[src/rtl/stopwatch_ctrl.sv]
// rtl/stopwatch_ctrl.sv - stopwatch run/pause/adjust controller; lap hold enabled by STOPWATCH_LAP_EN
module stopwatch_ctrl (
  input  logic       clk,
  input  logic       rst,
  input  logic       tick_1hz,
  input  logic       tick_2hz,
  input  logic       rstBtn,
  input  logic       pueBtn,
  input  logic       sel,
  input  logic       adj,
  input  logic       lap_btn,
  input  logic [5:0] seccounter,
  input  logic [5:0] mincounter,
  output logic       inc_sec,
  output logic       inc_min,
  output logic       clr,
  output logic       running,
  output logic       blink_min,
  output logic       blink_sec,
  output logic       hold
);

  typedef enum logic [1:0] {
    ST_RUN   = 2'd0,
    ST_PAUSE = 2'd1,
    ST_ADJ   = 2'd2
  } state_t;

  state_t r_state;
  state_t w_state_nxt;
  logic   r_saved_run;
  logic   w_saved_run_nxt;
  logic   r_rst_prev;
  logic   r_pue_prev;
  logic   w_rst_edge;
  logic   w_pue_edge;
  logic   w_inc_sec;
  logic   w_inc_min;
  logic   w_clr;
  logic   w_hold_nxt;
  logic   w_min_unused;

  // Minute wrap is handled entirely by the datapath.
  assign w_min_unused = |mincounter;

  assign w_rst_edge = rstBtn & ~r_rst_prev;
  assign w_pue_edge = pueBtn & ~r_pue_prev;

`ifdef STOPWATCH_LAP_EN
  logic r_lap_prev;
  logic w_lap_edge;
  assign w_lap_edge = lap_btn & ~r_lap_prev;
`else
  logic w_lap_unused;
  assign w_lap_unused = lap_btn;
`endif

  always_comb begin
    w_state_nxt     = r_state;
    w_saved_run_nxt = r_saved_run;
    w_inc_sec       = 1'b0;
    w_inc_min       = 1'b0;
    w_clr           = 1'b0;
    w_hold_nxt      = hold;
    if (w_rst_edge) begin
      w_clr           = 1'b1;
      w_saved_run_nxt = 1'b1;
      w_state_nxt     = adj ? ST_ADJ : ST_RUN;
    end else begin
      if (r_state != ST_ADJ && adj) begin
        w_saved_run_nxt = (r_state == ST_RUN);
        w_state_nxt     = ST_ADJ;
      end else if (r_state == ST_ADJ && !adj) begin
        w_state_nxt = r_saved_run ? ST_RUN : ST_PAUSE;
      end
      if (w_pue_edge) begin
        if (w_state_nxt == ST_ADJ) begin
          w_saved_run_nxt = ~w_saved_run_nxt;
        end else begin
          w_state_nxt = (w_state_nxt == ST_RUN) ? ST_PAUSE : ST_RUN;
        end
      end
      // Ticks are judged against the post-transition state and current sel.
      case (w_state_nxt)
        ST_RUN: begin
          if (tick_1hz) begin
            w_inc_sec = 1'b1;
            w_inc_min = (seccounter == 6'd59);
          end
        end
        ST_ADJ: begin
          if (tick_2hz) begin
            w_inc_sec = sel;
            w_inc_min = ~sel;
          end
        end
        default: ;
      endcase
    end
`ifdef STOPWATCH_LAP_EN
    if (w_lap_edge && w_state_nxt == ST_RUN) begin
      w_hold_nxt = ~hold;
    end
    if (w_clr || (w_state_nxt == ST_ADJ && r_state != ST_ADJ)) begin
      w_hold_nxt = 1'b0;
    end
`else
    w_hold_nxt = 1'b0;
`endif
  end

  always_ff @(posedge clk) begin
    if (rst) begin
      r_state     <= ST_RUN;
      r_saved_run <= 1'b1;
      r_rst_prev  <= 1'b1;
      r_pue_prev  <= 1'b1;
      inc_sec     <= 1'b0;
      inc_min     <= 1'b0;
      clr         <= 1'b0;
      running     <= 1'b1;
      blink_min   <= 1'b0;
      blink_sec   <= 1'b0;
      hold        <= 1'b0;
    end else begin
      r_state     <= w_state_nxt;
      r_saved_run <= w_saved_run_nxt;
      r_rst_prev  <= rstBtn;
      r_pue_prev  <= pueBtn;
      inc_sec     <= w_inc_sec;
      inc_min     <= w_inc_min;
      clr         <= w_clr;
      running     <= (w_state_nxt == ST_RUN) || (w_state_nxt == ST_ADJ && w_saved_run_nxt);
      blink_min   <= (w_state_nxt == ST_ADJ) && !sel;
      blink_sec   <= (w_state_nxt == ST_ADJ) && sel;
      hold        <= w_hold_nxt;
    end
  end

`ifdef STOPWATCH_LAP_EN
  always_ff @(posedge clk) begin
    if (rst) begin
      r_lap_prev <= 1'b1;
    end else begin
      r_lap_prev <= lap_btn;
    end
  end
`endif

endmodule

[config.mk]
export PLATFORM = sky130hd
export DESIGN_NAME = stopwatch_ctrl
export DESIGN_NICKNAME = d
export VERILOG_FILES = /design/src/rtl/stopwatch_ctrl.sv
export SDC_FILE = /design/constraint.sdc
export NUM_CORES = 1
export LEC_CHECK = 0
export ABC_CLOCK_PERIOD_IN_PS = 2060
export CORE_AREA = 2 2 39 41
export CTS_CLUSTER_SIZE = 20
export DETAILED_ROUTE_END_ITERATION = 7
export DIE_AREA = 0 0 41 43
export PLACE_DENSITY = 0.74
export RECOVER_POWER = 100
export SLEW_MARGIN = 15
export SYNTH_ARGS = -nofsm -noshare
export SYNTH_HDL_FRONTEND = slang
export SYNTH_SLANG_ARGS = --single-unit
[constraint.sdc]
create_clock -name clk -period 2.06 [get_ports clk]
set_input_delay 0.309 -clock clk [delete_from_list [all_inputs] [get_ports clk]]
set_output_delay 0.309 -clock clk [all_outputs]
set_load 0.05 [all_outputs]
# Word-level counts from Yosys, hierarchy flattened
# Cells that the tools add are included.
[classes] n_eq_ne=6 mux=22 n_bitwise=6 n_reduce_logical=13
[ops] cell="2-to-1 mux 2 bit" count=8
[ops] cell="2-to-1 mux 1 bit" count=12
[ops] cell="== test 2 bit (second input constant)" count=4
[ops] cell="zero test 2 bit" count=4
[ops] cell="== test 6 bit (second input constant)" count=1
[ops] cell="logical AND 1 bit" count=5
[ops] cell="inverter 1 bit" count=4
[ops] cell="case mux 1 bit (2 select lines)" count=2
[ops] cell="bitwise AND 1 bit" count=2
[ops] cell="zero test 1 bit" count=2
[ops] cell="!= test 2 bit (second input constant)" count=1
[ops] cell="OR reduction 2 bit" count=1
[ops] cell="logical OR 1 bit" count=1
[word_totals] register_bits=11 inputBits=21 out_inout_bits=7 wordCells=57

# Depth between registers and ports, before layout
[logic_depth] word_depth=14 mapped_depth=4 ltp_nobuf=4

# Worst setup path after synthesis
# Ideal clock, no wire load.
[synth_path] path_kind="input -> register" from="input port adj" to="register inc_sec" setup_time_ns=0.074 arrival_time_ns=1.035 t_required_ns=1.986 path_slack_ns=0.951 cell_stages=3 n_path_buf=1 path_cell_list="buf_6 -> or4b_1 -> a31oi_1"
[synth_via] elab_chain_cells=12 elab_cells_between_ends=15 classes_between="eq/ne (2); mux (8); reduce/logical (5)"
[synth_lines] element="from (decl)" line="10" source="input logic adj,"
[synth_lines] element="zero test 1 bit" line="73" source="end else if (r_state == ST_ADJ && !adj) begin"
[synth_lines] element="logical AND 1 bit" line="73"
[synth_lines] element="2-to-1 mux 2 bit" line="73"
[synth_lines] element="2-to-1 mux 2 bit (*)" line="70" source="if (r_state != ST_ADJ && adj) begin"
[synth_lines] element="2-to-1 mux 2 bit (*)" line="65" source="if (w_rst_edge) begin"
[synth_lines] element="zero test 2 bit" line="80" source="w_state_nxt = (w_state_nxt == ST_RUN) ? ST_PAUSE : ST_RUN;"
[synth_lines] element="2-to-1 mux 1 bit" line="80"
[synth_lines] element="2-to-1 mux 2 bit" line="77" source="if (w_state_nxt == ST_ADJ) begin"
[synth_lines] element="2-to-1 mux 2 bit (*)" line="76" source="if (w_pue_edge) begin"
[synth_lines] element="2-to-1 mux 2 bit (*)" line="65"
[synth_lines] element="== test 2 bit or zero test 2 bit (tied branches)" line="84" source="case (w_state_nxt)"
[synth_lines] element="case mux 1 bit (2 select lines) (*)" line="84"
[synth_lines] element="to (signal assigned)" line="130" source="inc_sec <= w_inc_sec;"
[synth_lines] element="to (decl)" line="14" source="output logic inc_sec,"
# Mark *: on every way between the ends. The rest lies on a longest branch, timed or not. The select of a mux whose other input is x is not followed.
# A chain may end at the register's enable or synchronous reset.

# Final worst setup path
[layout_path] from="register blink_min" to="output port blink_min"
[layout_lines] element="from (decl)" line="18" source="output logic blink_min,"
[layout_lines] element="from (signal assigned)" line="134" source="blink_min <= (w_state_nxt == ST_ADJ) && !sel;"
# No word-level cell between the ends.

==> flow_summary_export.csv <==
group,metric,value,unit
sta,tightest_slew,499,ps
sta,whs,540,ps
final_layout,final_cells,81,
routing,drcViolationCount,0,
logic_synthesis,synth_async_sr_flop_share,0,%
clocking,cts_root_buf,"clkbuf_4",
pwr,seqPwrFrac,49.6,%
setup_path,crit_family,"buffers and inverters",
final_layout,nets,87,
routing,routedWlPerCell,10.2,microns
sta,max_freq,570,MHz
setup_path,crit_slowest_cell,"dlygate4sd3_1",
floorplanning,initial_core_util,31.6,%
routing,drt_iter0_markers,3,
setup_path,worst-path-buf-inv,1,
pwr,internal_power,0.335,mW
placement,placed_cell_area,629,sq um
clocking,cts_max_level,1,
setup_path,cpPeakStageDelay,860,ps
clocking,cts_tree,"built",
sta,min_period,1750,ps
pwr,clkPwrFrac,32.8,%
logic_synthesis,syn_avg_cell_area,9.95,sq um
setup_path,crit_path_end_kind,"output port",
clocking,hold_buffers,0,
placement,hpwl,652,microns
sta,drv_slew,0,
setup_path,startpoint_type,"register",
run_status,status,"complete, no violations",
routing,drt_pass1_iterations,4,
pwr,p_total,0.453,mW
clocking,clkTransAtPathRegs,70,ps
floorplanning,core_area,1380,sq um
clocking,cts_buffers,3,
final_layout,diodes,0,
final_layout,fin_area,652,sq um
logic_synthesis,synth_edf_count,0,
pwr,pwr-share-comb,17.6,%
routing,drt-total-wl,825,microns
sta,fin_tns_setup,0,ps
global_routing,grt_pass1_vias,343,
final_layout,syn2layout_area_growth,48.9,%
floorplanning,die_h,43,microns
clocking,post-cts-setup-buffer-count,0,
setup_path,crit_type,"register to output port",
final_layout,final_layout_size_suffix_gt1_share,10.8,%
routing,viasPerCell,4.79,
sta,setup_viol,0,
placement,placement.io_buffers,19,
sta,fin_crit_sh,85.2,%
routing,vias,388,
pwr,ir_drop,0.306,mV
logic_synthesis,netlist_area,438,sq um
final_layout,fill_cells,140,
sta,hold_viol,0,
logic_synthesis,synth_ff_type,"dfxtp_1",
logic_synthesis,syn_inst,44,
sta,rsz0062_at_grt,"no",
logic_synthesis,ys_warn_count,0,
setup_path,arrival,1450,ps
clocking,clock_sinks,11,
pwr,leakage,0.273,nW
run,max_cap_violations,0,
placement,place_inst,77,
floorplanning,die_w,41,microns
setup_path,critPathRequiredTime,1750,ps
global_routing,track_usage,11.7,%
clocking,clk_latency,270,ps
floorplanning,io_pins,28,
global_routing,grt_max_degree,11,
pwr,p_sw_share,26.1,%
sta,slew_headroom,66.6,%
logic_synthesis,seq_area_frac_synth,50.3,%
global_routing,grt_overflow,0,
clocking,postCtsResizedCells,0,
logic_synthesis,synthesis.nets,65,
floorplanning,rows,14,
clocking,cts.path.max_buffers,2,
logic_synthesis,ys_ff_latch,11,
setup_path,crit_chain,"dlygate4sd3_1",
sta,fin_skew,0.227,ps
pwr,switchingPower,0.118,mW
logic_synthesis,ys_types,24,
floorplanning,die-area,1760,sq um
placement,gp_congestion,0.715,
setup_path,path_max_fanout,1,
global_routing,grt_antenna_before_repair,0,
pwr,p_per_area,695,nW/um^2
global_routing,grt_pass1_wl,1.35,mm
routing,antenna_left,0,
hold_path,hp-class,"register to register",
-- registers in the layout, summed over array words and instances (netlist names) --
signal and cells:
r_state 2, running 1, blink_min 1, inc_min 1, inc_sec 1, blink_sec 1, r_pue_prev 1, clr 1
r_rst_prev 1, r_saved_run 1
-- final cells by class --
| type | count | area [sq um] | area share [%] |
|---|---|---|---|
| Clock buffer | 4 | 26.3 | 4.03 |
| Sequential cell | 11 | 220 | 33.8 |
| Tap cell | 16 | 20.0 | 3.07 |
| Timing Repair Buffer | 19 | 190 | 29.2 |
| Multi-Input combinational cell | 29 | 188 | 28.8 |
| Inverter | 2 | 7.51 | 1.15 |
-- kinds of logic after synthesis --
kind of cell    Yosys count  share of synthesized area, %
xor+xnor                  1                          2.00
simple gates             22                          32.3
buf+inv                   4                          6.00
other cells               1                         0.856
compound gates            5                          8.57
flops                    11                          50.3
-- power by group through the flow --
stage | Sequential [mW] | Clock, mW | Combinational (mW)
2_1_floorplan | 0.247 | 0 | 0.0290
3_3_place_gp | 0.230 | 0 | 0.0825
3_5_place_dp | 0.231 | 0 | 0.0831
4_1_cts | 0.226 | 0.153 | 0.0834
5_1_grt | 0.226 | 0.162 | 0.0862
6_report | 0.225 | 0.149 | 0.0796
-- final timing paths --
path,cells past startpoint,slack (ps),to,startpoint
worst min register to register,2,540,r_saved_run,r_saved_run
worst max register to register,4,850,inc_sec,r_saved_run
worst max-delay path,1,310,blink_min,blink_min
worst min-delay path,2,540,r_saved_run,r_saved_run
-- synthesized netlist by cell type, types with 2 or more instances --
master,instances,area (sq um)
dfxtp_1,11,220
nor2_1,4,15.0
nand3_1,3,15.0
inv_1,2,7.51
nand2_1,2,7.51
nand2b_1,2,12.5
nand4b_1,2,17.5
or2_2,2,12.5
-- metal layers --
metal  global-route usage (%)  share of wire (%)  wire [microns]  vias up
met5                        0                  0               0        -
met4                     10.0                4.1              34        0
met3                     4.71                6.9              57        4
met2                     17.2                 50             409       15
met1                     12.0                 39             323      175
li1                         -                  -               -      194
-- cells in the final DEF, fill, tap and decap left out --
cell,netlist,routed
dfxtp_1,11,11
clkdlybuf4s50_1,0,10
dlygate4sd3_1,0,9
nor2_1,4,4
nand3_1,3,3
clkbuf_4,0,3
inv_1,2,2
nand2b_1,2,2
nand4b_1,2,2
nand2_1,2,2
or2_2,2,2
nand2b_4,1,1
a21oi_1,0,1
xor2_1,1,1
and3_1,1,1
or4b_1,1,1
a31oi_1,1,1
nand4_1,1,1
nor3b_1,1,1
o21ai_0,1,1
and3b_1,1,1
a41oi_1,1,1
or3b_2,1,1
o2111ai_1,1,1
conb_1,1,1
clkbuf_1,0,1
-- worst min-delay path, stage by stage (launching register included) --
cell,delay (ps)
dfxtp_1,300
inv_1,60
o2111ai_1,120
-- metrics by stage --
stage / setup WS, ps / util (%)
4_1_cts: 357 / 47.4
5_1_grt: 249 / 47.1
6_report: 305 / 47.1
2_1_floorplan: 951 / -
3_5_place_dp: 406 / 45.5
3_3_place_gp: 433 / 45.5
Note: power is estimated with default switching activity, not from simulation.
